### config.mk
export PLATFORM = sky130hd
export DESIGN_NAME = mod_n_step_counter
export DESIGN_NICKNAME = d
export VERILOG_FILES = /design/src/rtl/mod_n_step_counter.sv
export SDC_FILE = /design/constraint.sdc
export NUM_CORES = 1
export LEC_CHECK = 0
export BUFFER_PORTS_ARGS = -buffer_cell sky130_fd_sc_hd__buf_2
export CAP_MARGIN = 20
export CORE_UTILIZATION = 60
export DETAILED_ROUTE_END_ITERATION = 7
export GPL_TIMING_DRIVEN = 0
export PLACE_DENSITY = 0.8
export SYNTH_ARGS = -nofsm -noshare
export SYNTH_HDL_FRONTEND = slang
export SYNTH_SLANG_ARGS = --single-unit
### constraint.sdc
create_clock -name sys_clk_in -period 3.5 [get_ports sys_clk_in]
set_clock_uncertainty 0.15 [all_clocks]
set_input_delay 0.525 -clock sys_clk_in [delete_from_list [all_inputs] [get_ports sys_clk_in]]
set_output_delay 0.525 -clock sys_clk_in [all_outputs]
set_load 0.01 [all_outputs]
### src/rtl/mod_n_step_counter.sv
// mod_n_step_counter: modulo-N up/down counter stepped by a synchronised, debounced push-button edge,
// with synchronous load, sticky wrap flag and one-cycle carry/borrow pulses.
module mod_n_step_counter #(
    parameter int WIDTH         = 3,
    parameter int MODULUS       = 8,
    parameter int DEBOUNCE_CYC  = 2000000,
    parameter bit STEP_ON_PRESS = 1'b0
) (
    input  logic             sys_clk_in,
    input  logic             sys_rst_n,
    input  logic             btn_step,
    input  logic             up_dn,
    input  logic             load,
    input  logic [WIDTH-1:0] load_val,
    output logic [WIDTH-1:0] count,
    output logic             z,
    output logic             carry,
    output logic             borrow
);
    localparam int CW = (DEBOUNCE_CYC > 1) ? $clog2(DEBOUNCE_CYC) : 1;
    localparam logic [WIDTH-1:0] MAX = WIDTH'(MODULUS - 1);
    localparam logic [CW-1:0] DB_LAST = CW'(DEBOUNCE_CYC - 1);

    if (MODULUS < 2 || MODULUS > 2**WIDTH || DEBOUNCE_CYC < 1) begin : g_bad_params
        $error("mod_n_step_counter: illegal parameters WIDTH=%0d MODULUS=%0d DEBOUNCE_CYC=%0d",
               WIDTH, MODULUS, DEBOUNCE_CYC);
    end

    logic [1:0]       sync_q, fill_q, fill_d;
    logic             level_q, level_d, level_prev_q;
    logic [CW-1:0]    db_cnt_q, db_cnt_d;
    logic             armed_q, armed_d, press_ok_q, press_ok_d;
    logic             step_q, step_d;
    logic [WIDTH-1:0] count_q, count_d;
    logic             z_q, z_d, carry_q, carry_d, borrow_q, borrow_d;
    logic             btn_s, rise, fall, wrap_up, wrap_dn;

    // A press only counts once the synchroniser has shown the button low after reset,
    // so a button held through reset never produces a step on its own release.
    always_comb begin
        btn_s      = sync_q[1];
        level_d    = level_q;
        db_cnt_d   = '0;
        if (btn_s != level_q) begin
            if (db_cnt_q == DB_LAST) level_d = btn_s;
            else db_cnt_d = db_cnt_q + 1'b1;
        end
        rise       = level_q & ~level_prev_q;
        fall       = ~level_q & level_prev_q;
        fill_d     = fill_q[1] ? fill_q : fill_q + 2'd1;
        armed_d    = armed_q | (fill_q[1] & ~btn_s);
        press_ok_d = rise ? armed_q : press_ok_q;
        step_d     = STEP_ON_PRESS ? (rise & armed_q) : (fall & press_ok_q);
        wrap_up    = count_q == MAX;
        wrap_dn    = count_q == '0;
        count_d    = count_q;
        z_d        = z_q;
        carry_d    = 1'b0;
        borrow_d   = 1'b0;
        if (load) begin
            count_d = (32'(load_val) >= MODULUS) ? MAX : load_val;
            z_d     = 1'b0;
        end else if (step_q) begin
            count_d  = up_dn ? (wrap_up ? '0 : count_q + 1'b1) : (wrap_dn ? MAX : count_q - 1'b1);
            z_d      = up_dn ? wrap_up : wrap_dn;
            carry_d  = up_dn & wrap_up;
            borrow_d = ~up_dn & wrap_dn;
        end
    end

    always_ff @(posedge sys_clk_in or negedge sys_rst_n) begin
        if (!sys_rst_n) begin
            sync_q       <= '0;
            fill_q       <= '0;
            level_q      <= 1'b0;
            level_prev_q <= 1'b0;
            db_cnt_q     <= '0;
            armed_q      <= 1'b0;
            press_ok_q   <= 1'b0;
            step_q       <= 1'b0;
            count_q      <= '0;
            z_q          <= 1'b0;
            carry_q      <= 1'b0;
            borrow_q     <= 1'b0;
        end else begin
            sync_q       <= {sync_q[0], btn_step};
            fill_q       <= fill_d;
            level_q      <= level_d;
            level_prev_q <= level_q;
            db_cnt_q     <= db_cnt_d;
            armed_q      <= armed_d;
            press_ok_q   <= press_ok_d;
            step_q       <= step_d;
            count_q      <= count_d;
            z_q          <= z_d;
            carry_q      <= carry_d;
            borrow_q     <= borrow_d;
        end
    end

    assign count  = count_q;
    assign z      = z_q;
    assign carry  = carry_q;
    assign borrow = borrow_q;
endmodule

=== After elaboration in Yosys (flattened, before gate mapping) ===
Index checks and enable logic that the tools add are counted.

* Flip-flop bits (word level): 36
* Bits of input ports: 8
* Output and inout port bits: 6
* Word-level logic and storage cells: 49

* Add/sub/neg operators: 4
* Eq/ne operators: 3
* Mux-type cells: 15
* Bitwise gates (word level): 11
* Reductions and logical operators: 3

{| class="wikitable"
|+ Operators with widths
! operator !! count
|-
| 21-bit two-way mux || 2
|-
| 21-bit by 1-bit adder with 21-bit output (second input constant) || 1
|-
| 21-bit == test (second input constant) || 1
|-
| 3-bit two-way mux || 5
|-
| 1-bit two-way mux || 7
|-
| 1-bit AND || 6
|-
| 1-bit NOT || 4
|-
| 3-bit by 1-bit adder with 3-bit output (second input constant) || 1
|-
| 3-bit == test (second input constant) || 1
|-
| 3-bit logical NOT || 1
|-
| 3-bit by 1-bit subtractor with 3-bit output (second input constant) || 1
|-
| 2-bit by 1-bit adder with 2-bit output (second input constant) || 1
|-
| 2-bit two-way mux || 1
|-
| 2-bit AND reduction || 1
|-
| 2-bit nonzero test || 1
|-
| 1-bit != test || 1
|-
| 1-bit OR || 1
|}

=== Logic depth before layout (Yosys ltp) ===
Gate-level depths: netlist (run 1).

* Depth in word-level cells: 5
* Mapped depth: 6
* Depth with buffers taken out: 6

=== Least setup slack after synthesis (run 1) ===
Ideal clock, no wire load.

* Path kind: reg-to-reg
* Start: register db_cnt_q[0]
* End: register db_cnt_q[18]
* Setup time: 0.079 ns
* Data arrival time: 1.777 ns
* Data required time: 3.271 ns
* Setup slack: 1.494 ns
* Stages on the path, launching flop included: 6
* Path buffers: 0
* Period minus slack after synthesis: 2.006 ns
* Cells stage by stage: dfrtp_1 ha_1 nand4_1 or3_2 or3_1 a21oi_1

* Longest elaborated chain between the ends: 3
* Elaborated cells between the ends (all ways): 4
* Classes of those cells: add/sub (1); eq/ne (1); mux (2)

{| class="wikitable"
|+ RTL lines
! item !! RTL line !! RTL
|-
| start: declaration || 31 || <nowiki>logic [CW-1:0] db_cnt_q, db_cnt_d;</nowiki>
|-
| start signal: assignment || 90 || <nowiki>db_cnt_q <= db_cnt_d;</nowiki>
|-
| 21-bit by 1-bit adder with 21-bit output / 21-bit == test (equally long branches) || 46, 45 ||
|-
| 21-bit two-way mux * || 45 || <nowiki>if (db_cnt_q == DB_LAST) level_d = btn_s;</nowiki>
|-
| 21-bit two-way mux * || 44 || <nowiki>if (btn_s != level_q) begin</nowiki>
|-
| net db_cnt_d[18] || 31 ||
|}

Mark *: on every way through the listed nets, which the timed path passes. The rest lies on a longest branch.
A chain may end at the register's enable or synchronous reset.

=== Worst setup path after layout (run 1) ===
* Start: register db_cnt_q[0]
* End: register db_cnt_q[9]

Same word-level chain as after synthesis.

==> flow_metrics.py, run 1 <==
metrics = {
    "cts": {
        "post-cts-setup-buffers": 0,
        "ctsHoldBuffers": 0,
        "clock_path_buffers": 2,
        "root_buffer": "clkbuf_4",
        "cts_tree": "done",
        "clock-sinks": 36,
        "clk_pin_slew_ps": 110,
        "cts_resized": 0,
        "cts_buffers": 5,
        "clk_latency_ps": 340,
        "cts_htree_levels": 2,
    },
    "synthesis": {
        "synth_area_leader_cell": "dfrtp_1",
        "yosysWarnings": 0,
        "yosysTopAreaCellShare_pct": 52.6,
        "synth_cells": 169,
        "syn-num-nets": 182,
        "synth.most_common_cell": "dfrtp_1",
        "ys_ff_latch": 36,
        "async_flop_share_pct": 100,
        "synth_cell_types": 37,
        "yosysSeqAreaShare_pct": 52.6,
        "ys.flop_type": "dfrtp_1",
        "synth-edff-count": 0,
        "syn_area_um2": 1710,
        "synth_common_cells": "dfrtp_1, nor2_1, nand2_1",
        "yosys-top-cells-area": "dfrtp_1, xnor2_1, nor2_1, ha_1, nand2_1",
        "synth_area_per_cell_um2": 10.1,
    },
    "worst_setup_path": {
        "worst_setup_path_start_kind": "register",
        "arrival_ps": 2420,
        "r2r_start": "db_cnt_q[0]",
        "rr_worst_depth": 6,
        "cp.required_ps": 3550,
        "critPathKind": "reg2reg",
        "r2r-end": "db_cnt_q[9]",
        "r2r_setup_slack_ps": 1130,
        "cp_max_fo": 10,
        "cp-end-kind": "register",
    },
    "drt": {
        "num_vias": 1264,
        "avgRoutedWirePerCell_um": 13.8,
        "drtPass1Iterations": 4,
        "ant_nets": 0,
        "routed_wl_um": 3050,
        "post-route-drc-count": 0,
        "drt_iter0_drc": 65,
        "vias_per_cell": 5.72,
    },
    "floorplan": {
        "core_area_um2": 2730,
        "die_w_um": 55.5,
        "initial_core_util_pct": 62.7,
        "die_h_um": 55.5,
        "fp.dieArea_um2": 3070,
        "io_pins": 14,
        "num_rows": 19,
    },
    "global_routing": {
        "grt_pass1_wl_um": 5320,
        "grt_max_degree": 37,
        "grtUsageTotal_pct": 22.1,
        "first_global_vias": 1220,
        "antenna_found_initial": 0,
        "overflow": 0,
    },
    "placement": {
        "postPlaceCellArea_um2": 1820,
        "dp_hpwl_um": 2200,
        "portBuffers": 13,
        "gp_congestion": 0.805,
    },
    "timing": {
        "worst_pin_slew_ps": 754,
        "slew_viol_final": 0,
        "period_share_pct": 67.6,
        "slew_headroom_pct": 49.7,
        "hold_viol": 0,
        "rsz0062_at_grt": "false",
        "clock.fmax_mhz": 423,
        "period_minus_slack_ps": 2370,
        "fin_setup_tns_ps": 0,
        "finalSetupViolCount": 0,
    },
    "cells_and_area": {
        "antennaDiodeCount": 0,
        "nNetsFinal": 202,
        "drive_gt1_share_pct": 17.4,
        "fin_util_pct": 69.4,
        "final_area_um2": 1900,
        "final.fill_count": 210,
        "area_growth_pct": 10.7,
    },
    "outcome": {
        "status": "finished, final reports clean",
    },
    "pwr": {
        "intPower_w": 0.000590,
        "switching_share_pct": 22.8,
        "switching_power_w": 0.000174,
        "seqPwrFrac_pct": 56.3,
        "pwr_density_cell_nw_per_um2": 402,
        "p_total_w": 0.000763,
        "ir_worst_vdd_mv": 0.414,
        "p_clk_share_pct": 37.3,
        "power.leakage_nw": 0.823,
        "combPwrFrac_pct": 6.3,
    },
    "job": {
        "drv_cap": 0,
    },
    "worst_hold_path": {
        "hold_class": "in2async",
    },
}
==> power groups by stage <==
stage / Combinational [W] / Sequential [W] / Clock (W)
final: 0.0000484 / 0.000430 / 0.000285
after global routing: 0.0000566 / 0.000431 / 0.000307
after CTS: 0.0000498 / 0.000430 / 0.000295
after detailed placement: 0.0000496 / 0.000438 / 0
after global placement: 0.0000452 / 0.000437 / 0
after floorplan: 0.0000241 / 0.000438 / 0
==> state kept, by name, summed over array words and instances (netlist names) <==
signal	count
sync_q	2
step_q	1
press_ok_q	1
count	3
db_cnt_q	21
z	1
fill_q	2
armed_q	1
carry	1
level_q	1
borrow	1
level_prev_q	1
==> worst max-delay path, stage by stage, from the launching register on <==
cell,delay (ps)
dfrtp_1,400
ha_1,230
nand4_1,300
or2_2,400
o21ai_0,230
clkbuf_1,420
nor2_1,110
==> kinds of logic after synthesis <==
logic type      synth area share [%]
simple gates                    23.5
compound gates                  7.30
xor+xnor                        8.17
buf+inv                         2.92
fa+ha+maj                       3.65
flops                           52.6
mux                             1.90
==> how the worst max path moves through the flow <==
stage	from	endpoint	slack, ps
6_report	db_cnt_q[0]	db_cnt_q[9]	1130
4_1_cts	db_cnt_q[0]	db_cnt_q[9]	1110
3_5_place_dp	db_cnt_q[0]	db_cnt_q[11]	1120
3_3_place_gp	db_cnt_q[0]	db_cnt_q[3]	1200
2_1_floorplan	db_cnt_q[0]	db_cnt_q[18]	1490
5_1_grt	db_cnt_q[0]	db_cnt_q[4]	890
==> metrics by stage <==
stage | hold WS, ps | setup slack [ps] | cells
after floorplan | 79.4 | 1490 | 169
after global placement | 183 | 1200 | 213
after detailed placement | 198 | 1120 | 213
after CTS | 118 | 1110 | 221
after global routing | 118 | 888 | 221
final | 86.9 | 1130 | 221
==> routing by layer <==
metal  part of all wire, %  vias to the layer above  GRT usage [%]
met2                    53                       19           37.3
met1                    44                      616           27.3
li1                      -                      623              -
met3                   2.6                        6           5.15
met4                   1.2                        0           9.29
met5                     0                        -              0
==> cell usage in the layout (no fill, tap or decap), types with 2 or more instances in the layout <==
master | Yosys | final
dfrtp_1 | 36 | 36
nor2_1 | 21 | 21
buf_2 | 1 | 14
nand2_1 | 13 | 13
xnor2_1 | 12 | 12
inv_1 | 9 | 9
o21ai_0 | 9 | 9
nor3_1 | 6 | 6
nand4_1 | 5 | 5
nand3_1 | 5 | 5
ha_1 | 5 | 5
clkbuf_4 | 0 | 5
xor2_1 | 4 | 4
or3_1 | 4 | 4
a21oi_1 | 4 | 4
nor4_1 | 4 | 4
or2_2 | 3 | 3
clkbuf_1 | 3 | 3
and3_1 | 2 | 2
nor4b_1 | 2 | 2
nand2b_1 | 2 | 2
nor2b_1 | 2 | 2
mux2_2 | 2 | 2
==> final cells by class <==
class / count / area, µm² / area share, %
clock inverter: 3 / 42.5 / 2.24
tap: 31 / 38.8 / 2.04
inverter: 9 / 33.8 / 1.78
multi-input combinational: 120 / 763 / 40.2
clock buffer: 5 / 37.5 / 1.98
timing repair buffer: 13 / 65.1 / 3.43
sequential: 36 / 901 / 47.5
buffer: 4 / 16.3 / 0.857
(Power assumes the default switching activity.)
==> run 2, diff against run 1 <==
CORE_UTILIZATION = 58   (was 60)
PLACE_DENSITY = 0.78   (was 0.8)
clock period = 2.25 ns   (was 3.5 ns; I/O delays follow)
==> run 2 against run 1 <==
Design area rose by 2.0%. Sequential power is 56% higher. Worst setup slack got worse by 1000 ps. Clock power up 16%. First-iteration DRC count down 51%. Final cell count rose by 2.7%. Die area is 3.3% higher. Core utilization increased by 0.16 points. Largest cell class unchanged. Largest power group unchanged.
==> flow_metrics.py, run 2 (synthesis gave the netlist of run 1 again) <==
metrics = {
    "outcome": {
        "status": "finished, final reports clean",
    },
    "drt": {
        "routed_wl_um": 3070,
        "post-route-drc-count": 0,
        "drtPass1Iterations": 4,
        "vias_per_cell": 5.66,
        "avgRoutedWirePerCell_um": 13.5,
        "ant_nets": 0,
        "drt_iter0_drc": 32,
        "num_vias": 1284,
    },
    "floorplan": {
        "num_rows": 19,
        "initial_core_util_pct": 61.6,
        "io_pins": 14,
        "die_h_um": 56.4,
        "fp.dieArea_um2": 3180,
        "die_w_um": 56.4,
        "core_area_um2": 2780,
    },
    "placement": {
        "dp_slack_ps": -129,
        "portBuffers": 13,
        "dp.cells": 213,
        "dp_hpwl_um": 2080,
        "gp_congestion": 0.771,
    },
    "cts": {
        "root_buffer": "clkbuf_4",
        "clk_latency_ps": 340,
        "cts_buffers": 5,
        "clock-sinks": 36,
        "cts_htree_levels": 2,
        "cts_tree": "done",
        "clock_path_buffers": 2,
        "clk_pin_slew_ps": 110,
    },
    "worst_setup_path": {
        "rr_worst_depth": 5,
        "worst_setup_path_start_kind": "register",
        "cp-end-kind": "register",
        "cp.required_ps": 2360,
        "critPathKind": "reg2reg",
        "arrival_ps": 2240,
        "cp_max_fo": 5,
    },
    "pwr": {
        "intPower_w": 0.000808,
        "pwr_density_cell_nw_per_um2": 557,
        "p_clk_share_pct": 30.8,
        "power.leakage_nw": 0.846,
        "combPwrFrac_pct": 7.2,
        "switching_power_w": 0.000270,
        "switching_share_pct": 25.0,
        "ir_worst_vdd_mv": 0.574,
        "seqPwrFrac_pct": 62.1,
    },
    "timing": {
        "period_minus_slack_ps": 2130,
        "period_share_pct": 94.8,
        "clock.fmax_mhz": 469,
        "fin_ws_ps": 118,
        "hold_viol": 0,
        "rsz0062_at_grt": "false",
        "slew_headroom_pct": 48.6,
        "slew_viol_final": 0,
        "finalSetupViolCount": 0,
        "worst_pin_slew_ps": 771,
    },
    "global_routing": {
        "grt_pass1_wl_um": 5310,
        "grtUsageTotal_pct": 22.2,
        "antenna_found_initial": 0,
        "overflow": 0,
        "first_global_vias": 1212,
        "grt_max_degree": 37,
    },
    "worst_hold_path": {
        "hold_class": "in2reg",
        "min_path_cells": 3,
    },
    "cells_and_area": {
        "mostFrequentLayoutCells": "dfrtp_1, nor2_1, buf_2",
        "fin_util_pct": 69.6,
        "nNetsFinal": 208,
        "largest_reg_flops": 21,
        "largest-register": "db_cnt_q",
        "antennaDiodeCount": 0,
        "final_cell_count_no_fill": 227,
        "final_common_cell": "dfrtp_1",
        "drive_gt1_share_pct": 20.9,
        "area_growth_pct": 12.9,
    },
    "job": {
        "drv_cap": 0,
    },
}
-- run 2: per-stage QoR --
stage / power [W] / TNS [ps] / hold slack [ps] / area (µm²)
floorplan: 0.000719 / 0 / -108 / 1710
global placement: 0.000751 / -916 / 193 / 1820
detailed placement: 0.000755 / -1970 / 196 / 1820
CTS: 0.00110 / 0 / 30.4 / 1920
global route: 0.00113 / 0 / 59.2 / 1940
finish: 0.00108 / 0 / 49.1 / 1940
-- run 2: final cells by class --
type                       instances  area (µm²)
sequential                        36         901
fill                             220         846
multi-input combinational        120         772
timing repair buffer              19         115
tap                               31        38.8
clock buffer                       5        37.5
inverter                           9        33.8
clock inverter                     3        18.8
buffer                             4        18.8
-- run 2: worst max-delay path: stages, from the launching register on --
cell and delay (ps):
dfrtp_1 410, ha_2 220, nand4_1 220, or3_2 560, or3_1 350, a21oi_1 150
-- run 2: final timing paths --
| path | slack (ps) | to | startpoint |
|---|---|---|---|
| max | 120 | db_cnt_q[18] | db_cnt_q[0] |
| min | 50 | count[1] | load_val[1] |
| max reg2reg | 120 | db_cnt_q[18] | db_cnt_q[0] |
| min reg2reg | 220 | sync_q[1] | sync_q[0] |
| max in group asynchronous | 1010 | db_cnt_q[18] | sys_rst_n |
| min in group asynchronous | 460 | db_cnt_q[14] | sys_rst_n |
-- run 2: power groups by stage --
stage / logic [W] / clock network (W) / registers (W)
4_1_cts: 0.0000778 / 0.000349 / 0.000669
3_3_place_gp: 0.0000709 / 0 / 0.000681
6_report: 0.0000771 / 0.000332 / 0.000669
3_5_place_dp: 0.0000737 / 0 / 0.000681
2_1_floorplan: 0.0000375 / 0 / 0.000682
5_1_grt: 0.0000891 / 0.000374 / 0.000671
-- run 2: metal layers --
metal  routed length (µm)  vias up  track usage (%)
met2                 1520       14             34.9
met4                   72        0             10.8
met1                 1390      633             27.8
met3                   88        7             6.91
li1                     -      630                -
met5                    0        -                0
-- run 2: timing repair --
action                     CTS  global route
hold endpoints to repair    37             0
setup endpoints to repair   20             8
resized for setup            2             2
setup buffers                3             1
hold buffers                 2             0
pin swaps                    1             0
